`config.mk`:
```
export PLATFORM = sky130hd
export DESIGN_NAME = drive_power_mode_ctrl_flat
export DESIGN_NICKNAME = d
export VERILOG_FILES = /design/src/rtl/drive_power_mode_ctrl_pkg.sv /design/src/rtl/drive_power_mode_ctrl_if.sv /design/src/rtl/drive_power_mode_ctrl_btn_debounce.sv /design/src/rtl/drive_power_mode_ctrl.sv /design/src/flat_wrapper.sv
export SDC_FILE = /design/constraint.sdc
export NUM_CORES = 1
export LEC_CHECK = 0
export ABC_AREA = 1
export BUFFER_PORTS_ARGS = -buffer_cell sky130_fd_sc_hd__buf_4
export CORE_AREA = 2 2 117 119
export DETAILED_ROUTE_END_ITERATION = 16
export DIE_AREA = 0 0 119 121
export PLACE_DENSITY = 0.78
export SLEW_MARGIN = 20
export SYNTH_ARGS = -nofsm -noshare
export SYNTH_HDL_FRONTEND = slang
export SYNTH_SLANG_ARGS = --single-unit
```
`constraint.sdc`:
```
create_clock -name clk -period 2 [get_ports clk]
set_input_delay 0.4 -clock clk [delete_from_list [all_inputs] [get_ports clk]]
set_output_delay 0.4 -clock clk [all_outputs]
set_load 0.01 [all_outputs]
```
`src/rtl/drive_power_mode_ctrl_pkg.sv`:
```
// Shared encodings for the drive power/mode sequencer: mode codes, manual
// engine one-hot states and the sequencer FSM states.
package drive_pkg;

  localparam logic [1:0] MODE_MAN  = 2'b00;
  localparam logic [1:0] MODE_SEMI = 2'b01;
  localparam logic [1:0] MODE_AUTO = 2'b10;
  localparam logic [1:0] MODE_RSVD = 2'b11;

  localparam logic [3:0] ST_UNSTARTING = 4'b0001;
  localparam logic [3:0] ST_STARTING   = 4'b0010;
  localparam logic [3:0] ST_MOVING     = 4'b0100;
  localparam logic [3:0] ST_POWER_OFF  = 4'b1000;

  typedef enum logic [2:0] {
    S_OFF      = 3'd0,
    S_HOLD     = 3'd1,
    S_WAIT_REL = 3'd2,
    S_ON       = 3'd3,
    S_SWITCH   = 3'd4
  } state_t;

  // The reserved switch setting falls back to manual at power-on.
  function automatic logic [1:0] sanitize_mode(input logic [1:0] sw);
    return (sw == MODE_RSVD) ? MODE_MAN : sw;
  endfunction

  // Enable vector ordered {auto, semi, man}; never more than one bit set.
  function automatic logic [2:0] mode_enables(input logic [1:0] m);
    logic [2:0] en;
    en = 3'b000;
    case (m)
      MODE_MAN:  en = 3'b001;
      MODE_SEMI: en = 3'b010;
      MODE_AUTO: en = 3'b100;
      default:   en = 3'b000;
    endcase
    return en;
  endfunction

endpackage

```
`src/rtl/drive_power_mode_ctrl_if.sv`:
```
// Engine-side bundle: power enables out to the three driving engines and
// their status / signal vectors back in.
interface drive_engine_if;
  logic [3:0] man_state;
  logic       semi_idle;
  logic       auto_idle;
  logic [3:0] man_ans;
  logic [3:0] semi_ans;
  logic [3:0] auto_ans;
  logic       man_en;
  logic       semi_en;
  logic       auto_en;

  modport master (
    output man_en, semi_en, auto_en,
    input  man_state, semi_idle, auto_idle, man_ans, semi_ans, auto_ans
  );

  modport slave (
    input  man_en, semi_en, auto_en,
    output man_state, semi_idle, auto_idle, man_ans, semi_ans, auto_ans
  );
endinterface

```
`src/rtl/drive_power_mode_ctrl_btn_debounce.sv`:
```
// Two-flop synchronizer followed by a stability debouncer; `changed` pulses
// for one cycle whenever the debounced level updates.
module btn_debounce #(
  parameter int DEBOUNCE_CYC = 2_000_000
) (
  input  logic clk,
  input  logic rst,
  input  logic raw,
  output logic level,
  output logic changed
);

  localparam int CW = $clog2(DEBOUNCE_CYC) + 1;
  localparam logic [CW-1:0] CNT_LAST = CW'(DEBOUNCE_CYC - 1);

  logic          sync_a;
  logic          sync_b;
  logic [CW-1:0] cnt;

  // Any return to the current level restarts the stability window.
  always_ff @(posedge clk) begin
    if (!rst) begin
      sync_a  <= 1'b0;
      sync_b  <= 1'b0;
      cnt     <= '0;
      level   <= 1'b0;
      changed <= 1'b0;
    end else begin
      sync_a  <= raw;
      sync_b  <= sync_a;
      changed <= 1'b0;
      if (sync_b == level) begin
        cnt <= '0;
      end else if (cnt == CNT_LAST) begin
        level   <= sync_b;
        changed <= 1'b1;
        cnt     <= '0;
      end else begin
        cnt <= cnt + 1'b1;
      end
    end
  end

endmodule

```
`src/rtl/drive_power_mode_ctrl.sv`:
```
// Power and mode sequencer: long-press power-on, idle/stall/press power-off,
// stationary-only engine switching and the engine signal-vector mux.
module drive_power_mode_ctrl
  import drive_pkg::*;
#(
  parameter int DEBOUNCE_CYC = 2_000_000,
  parameter int HOLD_CYC     = 100_000_000,
  parameter int IDLE_CYC     = 1_000_000_000
) (
  input  logic         clk,
  input  logic         rst,
  input  logic         power_btn,
  input  logic [1:0]   mode_sw,
  drive_engine_if.master eng,
  output logic [1:0]   mode,
  output logic         power_now,
  output logic [3:0]   answer
);

  localparam int HW = $clog2(HOLD_CYC) + 1;
  localparam int IW = $clog2(IDLE_CYC) + 1;
  localparam logic [HW-1:0] HOLD_LAST = HW'(HOLD_CYC - 1);
  localparam logic [IW-1:0] IDLE_MAX  = IW'(IDLE_CYC);

  logic          btn_lvl;
  logic          btn_chg;
  logic [1:0]    msw_lvl;
  logic [1:0]    msw_chg;
  logic          press;
  logic          mode_chg;

  state_t        state;
  logic [1:0]    target;
  logic [2:0]    en_q;
  logic [HW-1:0] hold_cnt;
  logic [IW-1:0] idle_cnt;

  logic [3:0]    sel_ans;
  logic          stationary;
  logic          stall;
  logic          idle_hit;
  logic          switch_req;

  btn_debounce #(.DEBOUNCE_CYC(DEBOUNCE_CYC)) u_db_btn (
    .clk     (clk),
    .rst     (rst),
    .raw     (power_btn),
    .level   (btn_lvl),
    .changed (btn_chg)
  );

  btn_debounce #(.DEBOUNCE_CYC(DEBOUNCE_CYC)) u_db_msw1 (
    .clk     (clk),
    .rst     (rst),
    .raw     (mode_sw[1]),
    .level   (msw_lvl[1]),
    .changed (msw_chg[1])
  );

  btn_debounce #(.DEBOUNCE_CYC(DEBOUNCE_CYC)) u_db_msw0 (
    .clk     (clk),
    .rst     (rst),
    .raw     (mode_sw[0]),
    .level   (msw_lvl[0]),
    .changed (msw_chg[0])
  );

  assign press    = btn_chg & btn_lvl;
  assign mode_chg = |msw_chg;

  always_comb begin
    sel_ans    = 4'b0000;
    stationary = 1'b0;
    case (mode)
      MODE_MAN: begin
        sel_ans    = eng.man_ans;
        stationary = (eng.man_state == ST_UNSTARTING);
      end
      MODE_SEMI: begin
        sel_ans    = eng.semi_ans;
        stationary = eng.semi_idle;
      end
      MODE_AUTO: begin
        sel_ans    = eng.auto_ans;
        stationary = eng.auto_idle;
      end
      default: begin
        sel_ans    = 4'b0000;
        stationary = 1'b0;
      end
    endcase
  end

  assign stall      = (mode == MODE_MAN) && (eng.man_state == ST_POWER_OFF);
  assign idle_hit   = (idle_cnt == IDLE_MAX);
  assign switch_req = (msw_lvl != mode) && (msw_lvl != MODE_RSVD) && stationary;

  assign answer = ((state == S_ON) || (state == S_WAIT_REL)) ? sel_ans : 4'b0000;

  assign eng.man_en  = en_q[0];
  assign eng.semi_en = en_q[1];
  assign eng.auto_en = en_q[2];

  // Sequencer; in ON the power-off causes are checked in priority order
  // press > stall > timeout before a pending mode switch is honoured.
  always_ff @(posedge clk) begin
    if (!rst) begin
      state     <= S_OFF;
      mode      <= MODE_MAN;
      target    <= MODE_MAN;
      power_now <= 1'b0;
      en_q      <= 3'b000;
      hold_cnt  <= '0;
      idle_cnt  <= '0;
    end else begin
      case (state)
        S_OFF: begin
          en_q      <= 3'b000;
          power_now <= 1'b0;
          idle_cnt  <= '0;
          if (btn_lvl) begin
            state    <= S_HOLD;
            hold_cnt <= '0;
          end
        end

        S_HOLD: begin
          idle_cnt <= '0;
          hold_cnt <= hold_cnt + 1'b1;
          if (!btn_lvl) begin
            state <= S_OFF;
          end else if (hold_cnt == HOLD_LAST) begin
            state     <= S_WAIT_REL;
            mode      <= sanitize_mode(msw_lvl);
            en_q      <= mode_enables(sanitize_mode(msw_lvl));
            power_now <= 1'b1;
          end
        end

        // The power-on press must be released before it can count again.
        S_WAIT_REL: begin
          idle_cnt <= '0;
          if (!btn_lvl) begin
            state <= S_ON;
          end
        end

        S_ON: begin
          if (press || stall || idle_hit) begin
            state     <= S_OFF;
            en_q      <= 3'b000;
            power_now <= 1'b0;
            idle_cnt  <= '0;
          end else if (switch_req) begin
            state    <= S_SWITCH;
            target   <= msw_lvl;
            en_q     <= 3'b000;
            idle_cnt <= '0;
          end else if ((sel_ans != 4'b0000) || mode_chg) begin
            idle_cnt <= '0;
          end else if (!idle_hit) begin
            idle_cnt <= idle_cnt + 1'b1;
          end
        end

        // One all-off cycle lets the old engine fall back to power_off.
        S_SWITCH: begin
          mode     <= target;
          en_q     <= mode_enables(target);
          idle_cnt <= '0;
          state    <= S_ON;
        end

        default: begin
          state     <= S_OFF;
          en_q      <= 3'b000;
          power_now <= 1'b0;
          idle_cnt  <= '0;
        end
      endcase
    end
  end

endmodule

```
`src/flat_wrapper.sv`:
```
// flat-port wrapper written by rule: the top's interface ports become plain ports
module drive_power_mode_ctrl_flat import drive_pkg::*;
#(
  parameter int DEBOUNCE_CYC = 2_000_000,
  parameter int HOLD_CYC     = 100_000_000,
  parameter int IDLE_CYC     = 1_000_000_000
)
  (clk, rst, power_btn, mode_sw, mode, power_now, answer, eng_man_en, eng_semi_en, eng_auto_en, eng_man_state, eng_semi_idle, eng_auto_idle, eng_man_ans, eng_semi_ans, eng_auto_ans);
  drive_engine_if eng_i ();
  input  logic clk;
  input  logic rst;
  input  logic power_btn;
  input  logic [1:0] mode_sw;
  output logic [1:0] mode;
  output logic power_now;
  output logic [3:0] answer;
  output wire logic [$bits(eng_i.man_en)-1:0] eng_man_en;
  output wire logic [$bits(eng_i.semi_en)-1:0] eng_semi_en;
  output wire logic [$bits(eng_i.auto_en)-1:0] eng_auto_en;
  input wire logic [$bits(eng_i.man_state)-1:0] eng_man_state;
  input wire logic [$bits(eng_i.semi_idle)-1:0] eng_semi_idle;
  input wire logic [$bits(eng_i.auto_idle)-1:0] eng_auto_idle;
  input wire logic [$bits(eng_i.man_ans)-1:0] eng_man_ans;
  input wire logic [$bits(eng_i.semi_ans)-1:0] eng_semi_ans;
  input wire logic [$bits(eng_i.auto_ans)-1:0] eng_auto_ans;
  assign eng_man_en = eng_i.man_en;
  assign eng_semi_en = eng_i.semi_en;
  assign eng_auto_en = eng_i.auto_en;
  assign eng_i.man_state = eng_man_state;
  assign eng_i.semi_idle = eng_semi_idle;
  assign eng_i.auto_idle = eng_auto_idle;
  assign eng_i.man_ans = eng_man_ans;
  assign eng_i.semi_ans = eng_semi_ans;
  assign eng_i.auto_ans = eng_auto_ans;
  drive_power_mode_ctrl #(.DEBOUNCE_CYC(DEBOUNCE_CYC), .HOLD_CYC(HOLD_CYC), .IDLE_CYC(IDLE_CYC)) u_core (.clk(clk), .rst(rst), .power_btn(power_btn), .mode_sw(mode_sw), .eng(eng_i), .mode(mode), .power_now(power_now), .answer(answer));
endmodule
```
Word-level counts from Yosys, hierarchy flattened
Index checks and enable logic that the tools add are counted.

Flip-flop bits (word level): 148. Input port bits: 23. Output and inout port bits: 10. Logic and storage cells: 128.

Add/sub/neg operators: 5. Eq/ne operators: 30. Multiplexer cells: 30. Bitwise gates (word level): 9. Reductions and logical operators: 32.

Operators with widths (count): adder 22 x 1 -> 22 bit (second input constant) (3); == test 22 x 21 -> 1 bit (second input constant) (3); one-hot mux 28 bit (2 select lines) (1); adder 31 x 1 -> 31 bit (second input constant) (1); == test 31 x 30 -> 1 bit (second input constant) (1); 2-to-1 mux 3 bit (10); adder 28 x 1 -> 28 bit (second input constant) (1); == test 28 x 27 -> 1 bit (second input constant) (1); 2-to-1 mux 28 bit (1); one-hot mux 3 bit (3 select lines) (2); one-hot mux 3 bit (5 select lines) (1); one-hot mux 3 bit (4 select lines) (1); one-hot mux 4 bit (3 select lines) (1); AND reduction 4 bit (3); != test 2 bit (second input constant) (5); OR reduction 2 bit (5); OR reduction 3 bit (3); == test 2 bit (second input constant) (4); NOT 1 bit (8); AND reduction 2 bit (4); == test 2 x 1 -> 1 bit (second input constant) (3); == test 3 x 2 -> 1 bit (second input constant) (2); zero test 2 bit (3); 2-to-1 mux 1 bit (6); 20 further kinds (33).

Depth between registers and ports, before layout
Word-level depth: 7. Mapped depth: 12. Mapped depth without buffers: 12.

Modules after synthesis
A second synthesis with hierarchy kept.

Cells, all modules: 1228. Area total of the unflattened synthesis: 8439.3 µm².

Modules (own cells, without submodules): drive_power_mode_ctrl (instances 1, cells an instance 673, area each 4329.2 µm², sequential area each 1401.3 µm²); btn_debounce (instances 3, cells an instance 185, area each 1370.1 µm², sequential area each 520.5 µm²).

Least setup slack after synthesis
Ideal clock, no wire load.

Path type: register -> register. From: register u_core.u_db_btn.cnt[0]. To: register u_core.u_db_btn.cnt[17]. Setup time: 0.115 ns. Arrival time: 1.521 ns. Required time: 1.885 ns. Setup slack: 0.364 ns. Stages on the path, launching flop included: 12. Path buffers: 1. Period minus slack after synthesis: 1.636 ns. Path through: dfxtp_1 ha_1 nand3_1 nor2_2 inv_1 nor2_1 nand4_1 nand2_1 buf_4 inv_1 nand2_1 nor2_1.

Longest elaborated chain between the ends: 2. Elaborated cells on any way between the ends: 3. Classes of those cells: add/sub (1); eq/ne (1); reduce/logical (1).

RTL lines: start: declaration (RTL line drive_power_mode_ctrl_btn_debounce.sv:18) `logic [CW-1:0] cnt;`; start signal: assignment (RTL line drive_power_mode_ctrl_btn_debounce.sv:39) `cnt <= cnt + 1'b1;`; branches (longest 2 deep; another with adder 22 x 1 -> 22 bit).

Several ways; the timed one is not identified. A chain may end at the register's enable or synchronous reset.

Worst setup path in the final report
From: register u_core.mode[0]. To: output port answer[3].

Longest elaborated chain between the ends: 3. Elaborated cells on any way between the ends: 5. Classes of those cells: eq/ne (2); mux (2); reduce/logical (1).

RTL lines: start: declaration (RTL line drive_power_mode_ctrl.sv:15) `output logic [1:0] mode,`; start signal: assignment (RTL line drive_power_mode_ctrl.sv:134) `mode <= sanitize_mode(msw_lvl);`; start signal: assignment (RTL line drive_power_mode_ctrl.sv:168) `mode <= target;`; == test 2 bit (tied with other cells) (RTL line drive_power_mode_ctrl.sv:74) `case (mode)`; one-hot mux 4 bit (3 select lines) * (RTL line drive_power_mode_ctrl.sv:74); 2-to-1 mux 4 bit * (RTL line drive_power_mode_ctrl.sv:98) `assign answer = ((state == S_ON) || (state == S_WAIT_REL)) ? sel_ans : 4'b0000;`; end: declaration (RTL line flat_wrapper.sv:16) `output logic [3:0] answer;`.

Every way passes the cells marked *; elsewhere a longest branch is shown, timed or not.

==> out/results.ini <==
[yosys]
ys.flop_type = dfxtp_1
synthesis.nets = 1185
seq_area_frac_synth_pct = 38.2
yosys.area.top_type = dfxtp_1
ys_types = 45
synth_edf_count = 0
yosysMostFrequentCell = nand2_1
ys_top_cells_by_area = dfxtp_1 (38%), nand2_1 (13%), nor2_1 (8.6%)
netlist_top_cells_count = nand2_1 (262), nor2_1 (178), inv_1 (151)
avgSynthCellArea_sq_um = 6.74
syn-cell-area_sq_um = 7760
synth_seq_cells = 148
syn-instance-count = 1151
synth_top_area_share_pct = 38.2
yosysWarnings = 0
async_flop_share_pct = 0

[route]
ant_nets = 0
drtIter0Drc = 592
first_pass_iters = 5
wirelength_microns = 17500
via_count = 7376
wl_per_cell_microns = 12.5
avgViaCountPerCell = 5.29
drt_drc_violations_left = 0

[placement]
dpl.hpwl_microns = 12500
dpl_cell_area_sq_um = 8270
pre_cts_ws_ps = 126
portBuffers = 32
place_congestion = 0.879

[clock_network]
cts-root-buf = clkbuf_16
clk_pin_slew_ps = 60
clockBufferDepth = 2
cts_buffers = 17
htreeDepth = 4
cts_sinks = 148
tritoncts = built
clkLatencyLatePin_ps = 430
cts.hold.buffers_added = 0

[sta]
fin_crit_ps = 1920
grt_setup_unrepaired = no
worst_slew_pin_slew_ps = 501
fmax_ghz = 0.520
finalSetupTns_ps = 0
clock_skew_ps = 7.99
setup_slack_ps = 78.0
setup_violations = 0
fin_crit_sh_pct = 96.1
hold_viol = 0
drv_slew = 0
relSlewSlack_pct = 66.3

[power_and_ir_drop]
ir_drop_uv = 540
p_leak_nw = 3.24
powerDensity_nw_per_um2 = 692

[critical_path]
crit_buf_inv = 4
max_stage_delay_ps = 380
cp-end-kind = primary output
crit_path_max_fanout = 7
cp.required_ps = 1600
critPathArrivalTime_ps = 1520
cpMostUsedCell = nand2_1
path_delay_family = flip-flops
worstSetupStartpointType = flip-flop
crit_chain = buf_4 -> nor2_4 -> nand2_1 -> nand2_1 -> a21oi_2 -> inv_1 -> nand2_1 -> inv_1 -> buf_4
slowest_stage = dfxtp_4
critPathKind = flip-flop to primary output

[min_path]
hold_path.class = input port to flip-flop

[grt]
grt_antenna_before_repair = 0
grt_max_degree = 23
grt_overflow = 0
grt_pass1_wl_microns = 29700
grt_pass1_vias = 6635
grtUsageTotal_pct = 25.1

[die]
io_pins = 33
start_util_pct = 59.3
rows = 42
core_area_sq_um = 13100
die_w_microns = 119
die_y_microns = 121
die-area_sq_um = 14400

[cells_and_area]
layout-drive-gt1-share_pct = 10.7
area_growth_pct = 15.0
fin_area_sq_um = 8920
antenna_cells = 0
fill_cells = 1115
final_nets = 1241
post-route-util_pct = 68.2

[job]
drv_cap = 0

[run_status]
status = complete, no violations

through the flow:
step | cells | power, W | hold slack, ps
floorplan | 1151 | 0.00307 | 390
global placement | 1361 | 0.00313 | 400
detailed placement | 1361 | 0.00313 | 405
CTS | 1392 | 0.00622 | 160
global route | 1395 | 0.00634 | 173
finish | 1395 | 0.00617 | 170
placed cells by master (no fill, tap or decap), types with 6 or more instances in the layout:
cell	instances
xor2_1	23
nor2_1	175
inv_1	149
nand4_1	39
inv_2	6
o21ai_0	27
nor3_1	55
nand3b_1	6
buf_4	55
nor4_1	10
a211oi_1	6
nand3_1	70
nand2_1	260
nor2_4	8
o21ai_1	6
ha_1	11
a21oi_1	67
clkbuf_16	17
xnor2_1	7
dfxtp_1	146
a31oi_1	8
final cells by class:
cell class	instances	area [sq um]	area share (%)
clock inverter	12	134	1.50
sequential	148	2970	33.3
tap	176	220	2.47
inverter	158	597	6.69
clock buffer	19	443	4.97
multi-input combinational	826	4120	46.2
timing repair buffer	56	433	4.85
sequential cells by signal (all words and copies together) (netlist names), 2 cells and up:
name                  flops
u_core.state              3
u_core.en_q               3
u_core.idle_cnt          31
u_core.hold_cnt          28
u_core.target             2
u_core.u_db_msw1.cnt     22
u_core.mode               2
u_core.u_db_msw0.cnt     22
u_core.u_db_btn.cnt      22
metal layers:
layer | GRT usage (%) | up-vias | wire length (microns)
met1 | 32.1 | 3317 | 8160
met4 | 9.38 | 0 | 393
met3 | 5.92 | 30 | 790
met5 | 0 | - | 0
li1 | - | 3871 | -
met2 | 41.1 | 158 | 8110
power breakdown:
part / internal (W) / total [W] / switching (W) / leakage, nW
logic: 0.0000478 / 0.000107 / 0.0000593 / 1.78
registers: 0.00295 / 0.00296 / 0.00000409 / 1.19
clock network: 0.00186 / 0.00311 / 0.00125 / 0.267
total: 0.00486 / 0.00617 / 0.00131 / 3.24
what timing repair did:
action                                  CTS  global route
hold endpoints to repair                  0             0
resized for setup                         5            13
setup buffers                             0             3
endpoints found under the setup margin    4            42
pin swaps                                 0             4
tightest hold or removal path, stage by stage:
cell and delay (ps):
buf_4 90, nand2_1 40, inv_1 40
path summary, 6_finish.rpt:
check / start / end / slack, ps / cells past startpoint
setup / recovery: u_core.mode[0] / answer[3] / 80 / 9
setup reg to reg: u_core.idle_cnt[1] / u_core.idle_cnt[26] / 170 / 8
hold / removal: mode_sw[1] / u_core.u_db_msw1.sync_a / 170 / 3
hold reg to reg: u_core.u_db_msw1.sync_a / u_core.u_db_msw1.sync_b / 420 / 2
logic make-up (layout without fill, tap and decap cells):
group / Yosys count / in the layout / synth area share [%]
compound gates: 135 / 135 / 9.84
xor+xnor: 30 / 30 / 3.39
fa+ha+maj: 11 / 11 / 1.77
buf+inv: 177 / 245 / 9.15
flops: 148 / 148 / 38.2
simple gates: 650 / 650 / 37.7
(Power assumes the default switching activity.)
